File: config.mk
export PLATFORM = sky130hd
export DESIGN_NAME = latch_bist_sequencer
export DESIGN_NICKNAME = d
export VERILOG_FILES = /design/src/rtl/latch_bist_pkg.sv /design/src/rtl/latch_bist_vector_rom.sv /design/src/rtl/latch_bist_sequencer.sv
export SDC_FILE = /design/constraint.sdc
export NUM_CORES = 1
export LEC_CHECK = 0
export ABC_AREA = 0
export CAP_MARGIN = 0
export CORE_AREA = 2 2 81 83
export CTS_BUF_LIST = sky130_fd_sc_hd__clkbuf_2 sky130_fd_sc_hd__clkbuf_4 sky130_fd_sc_hd__clkbuf_8
export CTS_CLUSTER_DIAMETER = 30
export CTS_CLUSTER_SIZE = 16
export DETAILED_ROUTE_END_ITERATION = 10
export DIE_AREA = 0 0 83 85
export GPL_ROUTABILITY_DRIVEN = 0
export PLACE_DENSITY = 0.52
export SLEW_MARGIN = 20
export SYNTH_ARGS = -nofsm -noshare
export SYNTH_HDL_FRONTEND = slang
export SYNTH_HIERARCHICAL = 1
export SYNTH_SLANG_ARGS = --single-unit
File: constraint.sdc
create_clock -name clk -period 3 [get_ports clk]
set_clock_uncertainty 0.05 [all_clocks]
set_input_delay 0.45 -clock clk [delete_from_list [all_inputs] [get_ports clk]]
set_output_delay 0.45 -clock clk [all_outputs]
set_load 0.005 [all_outputs]
File: src/rtl/latch_bist_pkg.sv
// ---------------------------------------------------------------------------
// latch_bist_pkg
// Shared definitions for the latch/flip-flop self-test sequencer:
//   - FSM state encoding
//   - bit positions inside the vector ROM word {stim[4:0], exp[2:0], care[2:0]}
//   - number of steps in the test table
// ---------------------------------------------------------------------------
package latch_bist_pkg;

    typedef enum logic [2:0] {
        ST_IDLE   = 3'd0,
        ST_APPLY  = 3'd1,
        ST_SETTLE = 3'd2,
        ST_CHECK  = 3'd3,
        ST_DONE   = 3'd4
    } state_e;

    localparam int NUM_STEPS = 12;

    // ROM word layout
    localparam int WORD_W   = 11;
    localparam int STIM_LSB = 6;   // word[10:6] = stim
    localparam int EXP_LSB  = 3;   // word[5:3]  = expected values
    localparam int CARE_LSB = 0;   // word[2:0]  = care mask

    // Stimulus bit positions inside stim[4:0]
    localparam int STIM_S   = 4;
    localparam int STIM_R   = 3;
    localparam int STIM_EN  = 2;
    localparam int STIM_D   = 1;
    localparam int STIM_RST = 0;

    // Expected-value and care-mask bit positions inside exp[2:0] / care[2:0]
    localparam int CARE_SR    = 2;
    localparam int CARE_GATED = 1;
    localparam int CARE_DFF   = 0;

    // Quiescent stimulus: all latch inputs low, flip-flop held in reset
    localparam logic [4:0] STIM_IDLE = 5'b00001;

endpackage

File: src/rtl/latch_bist_vector_rom.sv
// ---------------------------------------------------------------------------
// latch_bist_vector_rom
// Combinational table of the 12 self-test steps.
// Ports:
//   step  in  4   step index (0..11; anything else returns all zeros)
//   word  out 11  {stim[4:0]={S,R,EN,D,rst}, exp[2:0]={sr,gated,dff},
//                  care[2:0]={sr,gated,dff}}
// ---------------------------------------------------------------------------
module latch_bist_vector_rom
    import latch_bist_pkg::*;
(
    input  logic [3:0]        step,
    output logic [WORD_W-1:0] word
);

    always_comb begin
        word = '0;
        case (step)
            //                  S R EN D rst   exp      care
            4'd0:  word = {5'b00001, 3'b000, 3'b001};
            4'd1:  word = {5'b10100, 3'b110, 3'b110};
            4'd2:  word = {5'b00100, 3'b110, 3'b110};
            4'd3:  word = {5'b01100, 3'b000, 3'b110};
            4'd4:  word = {5'b00100, 3'b000, 3'b110};
            4'd5:  word = {5'b11100, 3'b000, 3'b000}; // S=R=1 is invalid: nothing checked
            4'd6:  word = {5'b01100, 3'b000, 3'b110};
            4'd7:  word = {5'b10000, 3'b100, 3'b110}; // EN=0: gated latch must hold 0
            4'd8:  word = {5'b01000, 3'b000, 3'b110};
            4'd9:  word = {5'b00010, 3'b001, 3'b001};
            4'd10: word = {5'b00000, 3'b000, 3'b001};
            4'd11: word = {5'b00011, 3'b000, 3'b001}; // reset overrides D=1
            default: word = '0;
        endcase
    end

endmodule

File: src/rtl/latch_bist_sequencer.sv
// ---------------------------------------------------------------------------
// latch_bist_sequencer
// Self-test engine for the SR latch, gated SR latch and synchronous DFF.
// Applies each ROM vector, waits SETTLE_CYCLES clocks, then compares the
// synchronized DUT outputs under the care mask.
// Ports:
//   clk, reset_n (sync, active-low)
//   start                      1-cycle request pulse
//   S, R, EN, D, dff_reset     registered stimulus to the DUTs
//   q_sr, qb_sr, q_gated, qb_gated, q_dff   DUT outputs (asynchronous)
//   busy, done, pass           run status; pass valid while done=1
//   err_count [ERR_W]          failing steps, saturating
//   fail_step [4]              first failing step (0 if none)
//   dbg_state [3]              current FSM state (state_e encoding)
// Handshake: start is a request with no ready; it is taken on the clock edge
// where it is high and the FSM is in IDLE or DONE, and dropped otherwise.
// ---------------------------------------------------------------------------
module latch_bist_sequencer
    import latch_bist_pkg::*;
#(
    parameter int SETTLE_CYCLES = 4,
    parameter int ERR_W         = 4
) (
    input  logic             clk,
    input  logic             reset_n,
    input  logic             start,
    output logic             S,
    output logic             R,
    output logic             EN,
    output logic             D,
    output logic             dff_reset,
    input  logic             q_sr,
    input  logic             qb_sr,
    input  logic             q_gated,
    input  logic             qb_gated,
    input  logic             q_dff,
    output logic             busy,
    output logic             done,
    output logic             pass,
    output logic [ERR_W-1:0] err_count,
    output logic [3:0]       fail_step,
    output logic [2:0]       dbg_state
);

    localparam int              CNT_W     = $clog2(SETTLE_CYCLES + 1);
    localparam logic [CNT_W-1:0] CNT_LAST = CNT_W'(SETTLE_CYCLES - 1);
    localparam logic [3:0]      LAST_STEP = 4'(NUM_STEPS - 1);
    localparam logic [ERR_W-1:0] ERR_MAX  = {ERR_W{1'b1}};

    state_e            state_q, state_d;
    logic [3:0]        step_q, step_d;
    logic [CNT_W-1:0]  cnt_q, cnt_d;
    logic [ERR_W-1:0]  err_q, err_d;
    logic [3:0]        fail_q, fail_d;
    logic [4:0]        stim_q, stim_d;
    // Synchronizer bit order: {q_sr, qb_sr, q_gated, qb_gated, q_dff}
    logic [4:0]        sync1_q, sync1_d, sync2_q, sync2_d;

    logic [WORD_W-1:0] rom_word;
    logic [4:0]        rom_stim;
    logic [2:0]        rom_exp, rom_care;
    logic              sr_bad, gated_bad, dff_bad, mismatch;

    latch_bist_vector_rom u_rom (
        .step (step_q),
        .word (rom_word)
    );

    assign rom_stim = rom_word[STIM_LSB +: 5];
    assign rom_exp  = rom_word[EXP_LSB  +: 3];
    assign rom_care = rom_word[CARE_LSB +: 3];

    // Latch checks also require a true complement on qb.
    assign sr_bad    = rom_care[CARE_SR] &&
                       ((sync2_q[4] != rom_exp[CARE_SR]) || (sync2_q[3] == sync2_q[4]));
    assign gated_bad = rom_care[CARE_GATED] &&
                       ((sync2_q[2] != rom_exp[CARE_GATED]) || (sync2_q[1] == sync2_q[2]));
    assign dff_bad   = rom_care[CARE_DFF] && (sync2_q[0] != rom_exp[CARE_DFF]);
    assign mismatch  = sr_bad || gated_bad || dff_bad;

    always_comb begin
        state_d = state_q;
        step_d  = step_q;
        cnt_d   = cnt_q;
        err_d   = err_q;
        fail_d  = fail_q;
        stim_d  = stim_q;
        sync1_d = {q_sr, qb_sr, q_gated, qb_gated, q_dff};
        sync2_d = sync1_q;
        case (state_q)
            ST_IDLE, ST_DONE: begin
                if (start) begin
                    state_d = ST_APPLY;
                    step_d  = '0;
                    err_d   = '0;
                    fail_d  = '0;
                end
            end
            ST_APPLY: begin
                stim_d  = rom_stim;
                cnt_d   = '0;
                state_d = ST_SETTLE;
            end
            ST_SETTLE: begin
                if (cnt_q == CNT_LAST) begin
                    state_d = ST_CHECK;
                end else begin
                    cnt_d = cnt_q + CNT_W'(1);
                end
            end
            ST_CHECK: begin
                if (mismatch) begin
                    if (err_q != ERR_MAX) begin
                        err_d = err_q + ERR_W'(1);
                    end
                    // err_q==0 identifies the first failure even once saturated later
                    if (err_q == '0) begin
                        fail_d = step_q;
                    end
                end
                if (step_q == LAST_STEP) begin
                    state_d = ST_DONE;
                    // Quiesce the stimulus on entry so it is idle for all of DONE
                    stim_d  = STIM_IDLE;
                end else begin
                    step_d  = step_q + 4'd1;
                    state_d = ST_APPLY;
                end
            end
            default: state_d = ST_IDLE;
        endcase
    end

    always_ff @(posedge clk) begin
        if (!reset_n) begin
            state_q <= ST_IDLE;
            step_q  <= '0;
            cnt_q   <= '0;
            err_q   <= '0;
            fail_q  <= '0;
            stim_q  <= STIM_IDLE;
            sync1_q <= '0;
            sync2_q <= '0;
        end else begin
            state_q <= state_d;
            step_q  <= step_d;
            cnt_q   <= cnt_d;
            err_q   <= err_d;
            fail_q  <= fail_d;
            stim_q  <= stim_d;
            sync1_q <= sync1_d;
            sync2_q <= sync2_d;
        end
    end

    assign {S, R, EN, D, dff_reset} = stim_q;
    assign busy      = (state_q == ST_APPLY) || (state_q == ST_SETTLE) || (state_q == ST_CHECK);
    assign done      = (state_q == ST_DONE);
    assign pass      = done && (err_q == '0);
    assign err_count = err_q;
    assign fail_step = fail_q;
    assign dbg_state = state_q;

endmodule

### After elaboration in Yosys (flattened, before gate mapping)

Memories as Yosys holds them, arrays and structs flattened. A register that Yosys moved wholly into a read port is not among the register bits.
Cells that the tools add are included.

| operators by class | value |
|---|---|
| add/subtract/negate cells | 3 |
| equality and inequality tests | 20 |
| multiplexer cells | 19 |
| reduce and logical (&&, ||, !) cells | 22 |

Operators by type and width:

| operator | count |
|---|---|
| $mux W4 | 8 |
| $pmux W4 S2 | 3 |
| $ne A2 B2 Y1 const B | 8 |
| $mux W3 | 4 |
| $pmux W3 S4 | 1 |
| $pmux W5 S2 | 1 |
| $eq A3 B2 Y1 const B | 3 |
| $add A4 B1 Y4 const B | 2 |
| $reduce_and A4 Y1 | 2 |
| $logic_or A1 B1 Y1 | 6 |
| $pmux W3 S2 | 1 |
| $reduce_and A2 Y1 | 3 |
| $reduce_bool A2 Y1 | 3 |
| $mux W5 | 1 |
| $eq A4 B4 Y1 const B | 1 |
| $logic_and A1 B1 Y1 | 4 |
| $logic_not A4 Y1 | 1 |
| $ne A4 B4 Y1 const B | 1 |
| $add A3 B1 Y3 const B | 1 |
| $eq A3 B1 Y1 const B | 1 |
| $eq A3 B3 Y1 const B | 1 |
| $logic_not A3 Y1 | 1 |
| $ne A1 B1 Y1 | 3 |
| $reduce_and A3 Y1 | 1 |
| other kinds (2) | 3 |

| word-level totals | value |
|---|---|
| register bits | 33 |
| ROM bits | 176 |
| output and inout bits | 19 |
| word-level logic and storage cells | 73 |
| memories | 1 |

Memories:

| name | depth | bits a word | rd ports | clocked after Yosys merged registers in | wr ports | line | source |
|---|---|---|---|---|---|---|---|
| (name not given) | 16 | 11 | 1 | 1 | 0 | latch_bist_vector_rom.sv:18 | `case (step)` |

### Depth between registers and ports, before layout

| logic depth | value |
|---|---|
| depth after elaboration | 7 |
| gate-level depth with buffers | 8 |
| mapped depth without buffers | 8 |

### Modules after synthesis

The synthesis kept the hierarchy.

Modules (own cells, without submodules):

| module | times used | cells each | area each (um^2) | seq. area each (um^2) |
|---|---|---|---|---|
| latch_bist_sequencer | 1 | 164 | 1,546.5 | 660.6 |
| latch_bist_vector_rom | 1 | 29 | 242.7 | 0.0 |

### Worst setup path before layout

Ideal clock, no wire load.

| path | value |
|---|---|
| path type | reg2reg |
| start point | register, netlist name step_q[0] |
| end point | register err_q[3] (netlist: err_count[3]) |
| arrival | 2,092 ps |
| data required time | 2,830 ps |
| path slack | 738 ps |
| cell stages (with the launch flop) | 9 |
| buffers on the path | 0 |
| clock period less this slack | 2,262 ps |
| cell sequence | dfxtp_1 > inv_1 > ha_1 > mux2i_1 > nor2_1 > or3b_4 > a32oi_4 > a21oi_1 > a211o_1 |

RTL lines:

| element | line | source |
|---|---|---|
| end signal: assignment | latch_bist_sequencer.sv:148 | `err_q <= err_d;` |
| end: declaration | latch_bist_sequencer.sv:53 | `logic [ERR_W-1:0] err_q, err_d;` |

==> run metrics <==
GR Util All Layers=0.113; post-synthesis mux area share=0.0615; TNS Setup=0 ns; Power Density=448 mW/mm²; Core Region=0.00620 mm²; R2R cell count=8; Hold WC Path Type=reg2reg; RSZ-0062 raised after global routing=false; antenna cell count=0; H-tree depth=2; Synth Area in Compound Gates=0.146; Max Slew Vio Count=0; overall via count from detail_route=1353; status=finished, final reports clean; nature of the critical path endpoint=register; Die X-Extent=between 80 and 90 µm; Post-Synthesis Cells=about 190; Sink Count=33; Synth area leaders=dfxtp_1 37%, ha_1 7.0%, mux2i_1 6.2%, and2_1 4.5%, nor2b_1 3.8%; drt via density=4.59; remaining global-route overflow=0; Slowest-stage cell, CP=dfxtp_1; Relative slew margins=0.590; Synth top cells by count=33 x dfxtp_1, 16 x nand2_1, 13 x and2_1; # resized after CTS=0; Synth top area share=0.369; Die Ht=85 µm; share of post-route cells with drive strength above 1=0.110; initial drt markers=80; Reg power frac=0.464; initial antenna violation count=0; post-synthesis simple-gate area fraction=0.280; vias in the first global route=1299; Root Driver=clkbuf_8; Post-Synth Adder-Cell Area=0.0699; number of synthesized flops with an enable pin=0; Leakage Power=around 0.00079 µW; final setup violation count=0; drt total wl=3660 µm; Syn Nets=between 200 and 250; Hold Worst Slack=0.385 ns; clk_lat worst skew=0.29 ns; Layout area overhead=24.1%; CTS Hold Bufs=0; unique cell type count in the Yosys netlist=46; Synth area leader=dfxtp_1; WHS Path Cells=1; Arrival @ worst endpoint=roughly 2.6 ns; most common cell in the netlist=dfxtp_1; Setup Slack @ Placement=between 0.5 and 0.6 ns; CP Launch Type=register; maxcap violations=0; Ys Warns=6; beginning of the worst hold path=sync1_q[3]$_SDFF_PN0_; post-layout minimum cycle time=2.48 ns; WL/cell=12.4 µm; Syn Std Cell Area=about 0.0018 mm²; r2r startpoint=step_q[0]$_SDFFE_PN0P_; Int Power=~760 µW; FF-to-FF setup slack=approximately 0.52 ns; clk slew on worst S/H paths=0.07 ns; #FFs+latches synth=33; post-synthesis sequential area ratio=0.369; setup ws final=0.524 ns; largest net degree at the start of global routing=24; fraction of registers with async set/reset=0; Setup Fix Bufs, Post-CTS=0; Core Rows=29; VDD IR max=0.177 mV; io pins=27; Post-Synth XOR/XNOR Area=0.0196; switching share of power=0.232; First-pass DRT Iterations=4; Worst Hold End=sync2_q[3]$_SDFF_PN0_; post-route ant nets=0; Logic pwr share=0.090; Clock power frac=0.446; post-DP HPWL=2590 µm; P_sw=230 µW; slowest stage delay, CP=0.50 ns; Required @ worst endpoint=3.13 ns; CP max FO=10; DRC=0; RR Endpoint=err_count[3]$_SDFFE_PN0P_; CTS tree=done; Max Freq=404 MHz; fin nets=between 200 and 250; Cell Chain, Critical Path=inv_1, ha_1, mux2i_1, nor2_1, or3b_4, a32oi_4, a21oi_1, a211o_1; I/O Buffers=26; Worst Tran Pin Value=about 0.61 ns; Post-Syn Area per Cell=9.27 µm²; TritonCTS buffer count=5; Initial Util=0.288; Top FF cell, synth=dfxtp_1; first-pass GRT wire length=between 6000 and 7000 µm; die area=0.00706 mm²; final hold vios=0; CP startpoint=step_q[0]$_SDFFE_PN0P_; fin crit share=0.825; CTS Buffer Depth=2; critical path type=reg2reg; largest family of logic cells by synthesized area=simple AND/OR/NAND/NOR gates
registers in the layout, indices dropped and copies added (netlist names):
| name | cells |
|---|---|
| step_q | 4 |
| stim_q | 5 |
| fail_step | 4 |
| dbg_state | 3 |
| sync2_q | 5 |
| err_count | 4 |
| sync1_q | 5 |
| cnt_q | 3 |
worst max-delay path: cells and delay by family, from the launching register on:
kind                       cells  cell delay (ns)
DFF                            1             0.50
and+or+nand+nor                2             0.49
muxes                          1             0.13
adders and majority gates      1             0.35
buffers and inverters          1             0.14
AOI/OAI and AO/OA              3             0.70
placed cells by master, fill, tap and decap left out, types with 3 or more instances in the layout:
master           synthesis  final
dfxtp_1                 33     33
clkdlybuf4s50_1          0     26
nand2_1                 16     16
and2_1                  13     13
nor2_1                  11     11
nor2b_1                 11     11
mux2i_1                 11     11
ha_1                    10     10
nand3_1                  9      9
inv_1                    7      7
o21ai_0                  6      6
clkbuf_8                 0      6
a22oi_1                  5      5
a21oi_1                  5      5
nand3b_1                 5      5
and3b_1                  3      3
buf_4                    3      3
routing by layer:
| metal | global-route usage | part of all wire |
|---|---|---|
| met5 | 0 | 0 |
| met4 | 0.0745 | 0.032 |
| met3 | 0.0340 | 0.035 |
| met2 | 0.167 | 0.43 |
| met1 | 0.144 | 0.50 |
layout make-up:
cell class | count | area, µm²
fillers | 638 | 3990
multi-input cells | 141 | 1030
flip-flops and latches | 33 | 661
repair buffers | 29 | 283
well taps | 77 | 96.3
clock buffers | 6 | 82.6
clock inverters | 2 | 37.5
inverters | 7 | 26.3
power groups by stage:
| stage | logic, µW | registers [µW] | clock network, µW |
|---|---|---|---|
| after global placement | 91.7 | 471 | 0 |
| final | 89.9 | 462 | 444 |
| after global routing | 101 | 464 | 483 |
| after floorplan | 67.6 | 464 | 0 |
| after CTS | 91.9 | 462 | 458 |
| after detailed placement | 91.7 | 472 | 0 |
cell families (layout without fill, tap and decap cells):
logic type / count (synthesis) / after routing
compound gates: 31 / 31
flops: 33 / 33
xor+xnor: 4 / 4
fa+ha+maj: 10 / 10
simple gates: 85 / 85
mux: 11 / 11
buf+inv: 19 / 44
worst max-delay path by stage:
stage | end | slack [ns] | depth (start not counted)
after floorplan | err_count[3]$_SDFFE_PN0P_ | 0.74 | 8
after global placement | err_count[3]$_SDFFE_PN0P_ | 0.62 | 8
after detailed placement | err_count[3]$_SDFFE_PN0P_ | 0.54 | 8
after CTS | err_count[3]$_SDFFE_PN0P_ | 0.53 | 8
after global routing | err_count[3]$_SDFFE_PN0P_ | 0.40 | 8
final | err_count[3]$_SDFFE_PN0P_ | 0.52 | 8
metrics by stage:
step	cell area (µm²)	power, µW	instances	utilization
final	2220	995	295	0.358
after global routing	2220	1050	295	0.358
after CTS	2220	1010	295	0.358
after detailed placement	2100	564	287	0.338
after global placement	2100	563	287	0.338
after floorplan	1790	532	193	-
No activity file was read; power rests on OpenSTA's default activity.
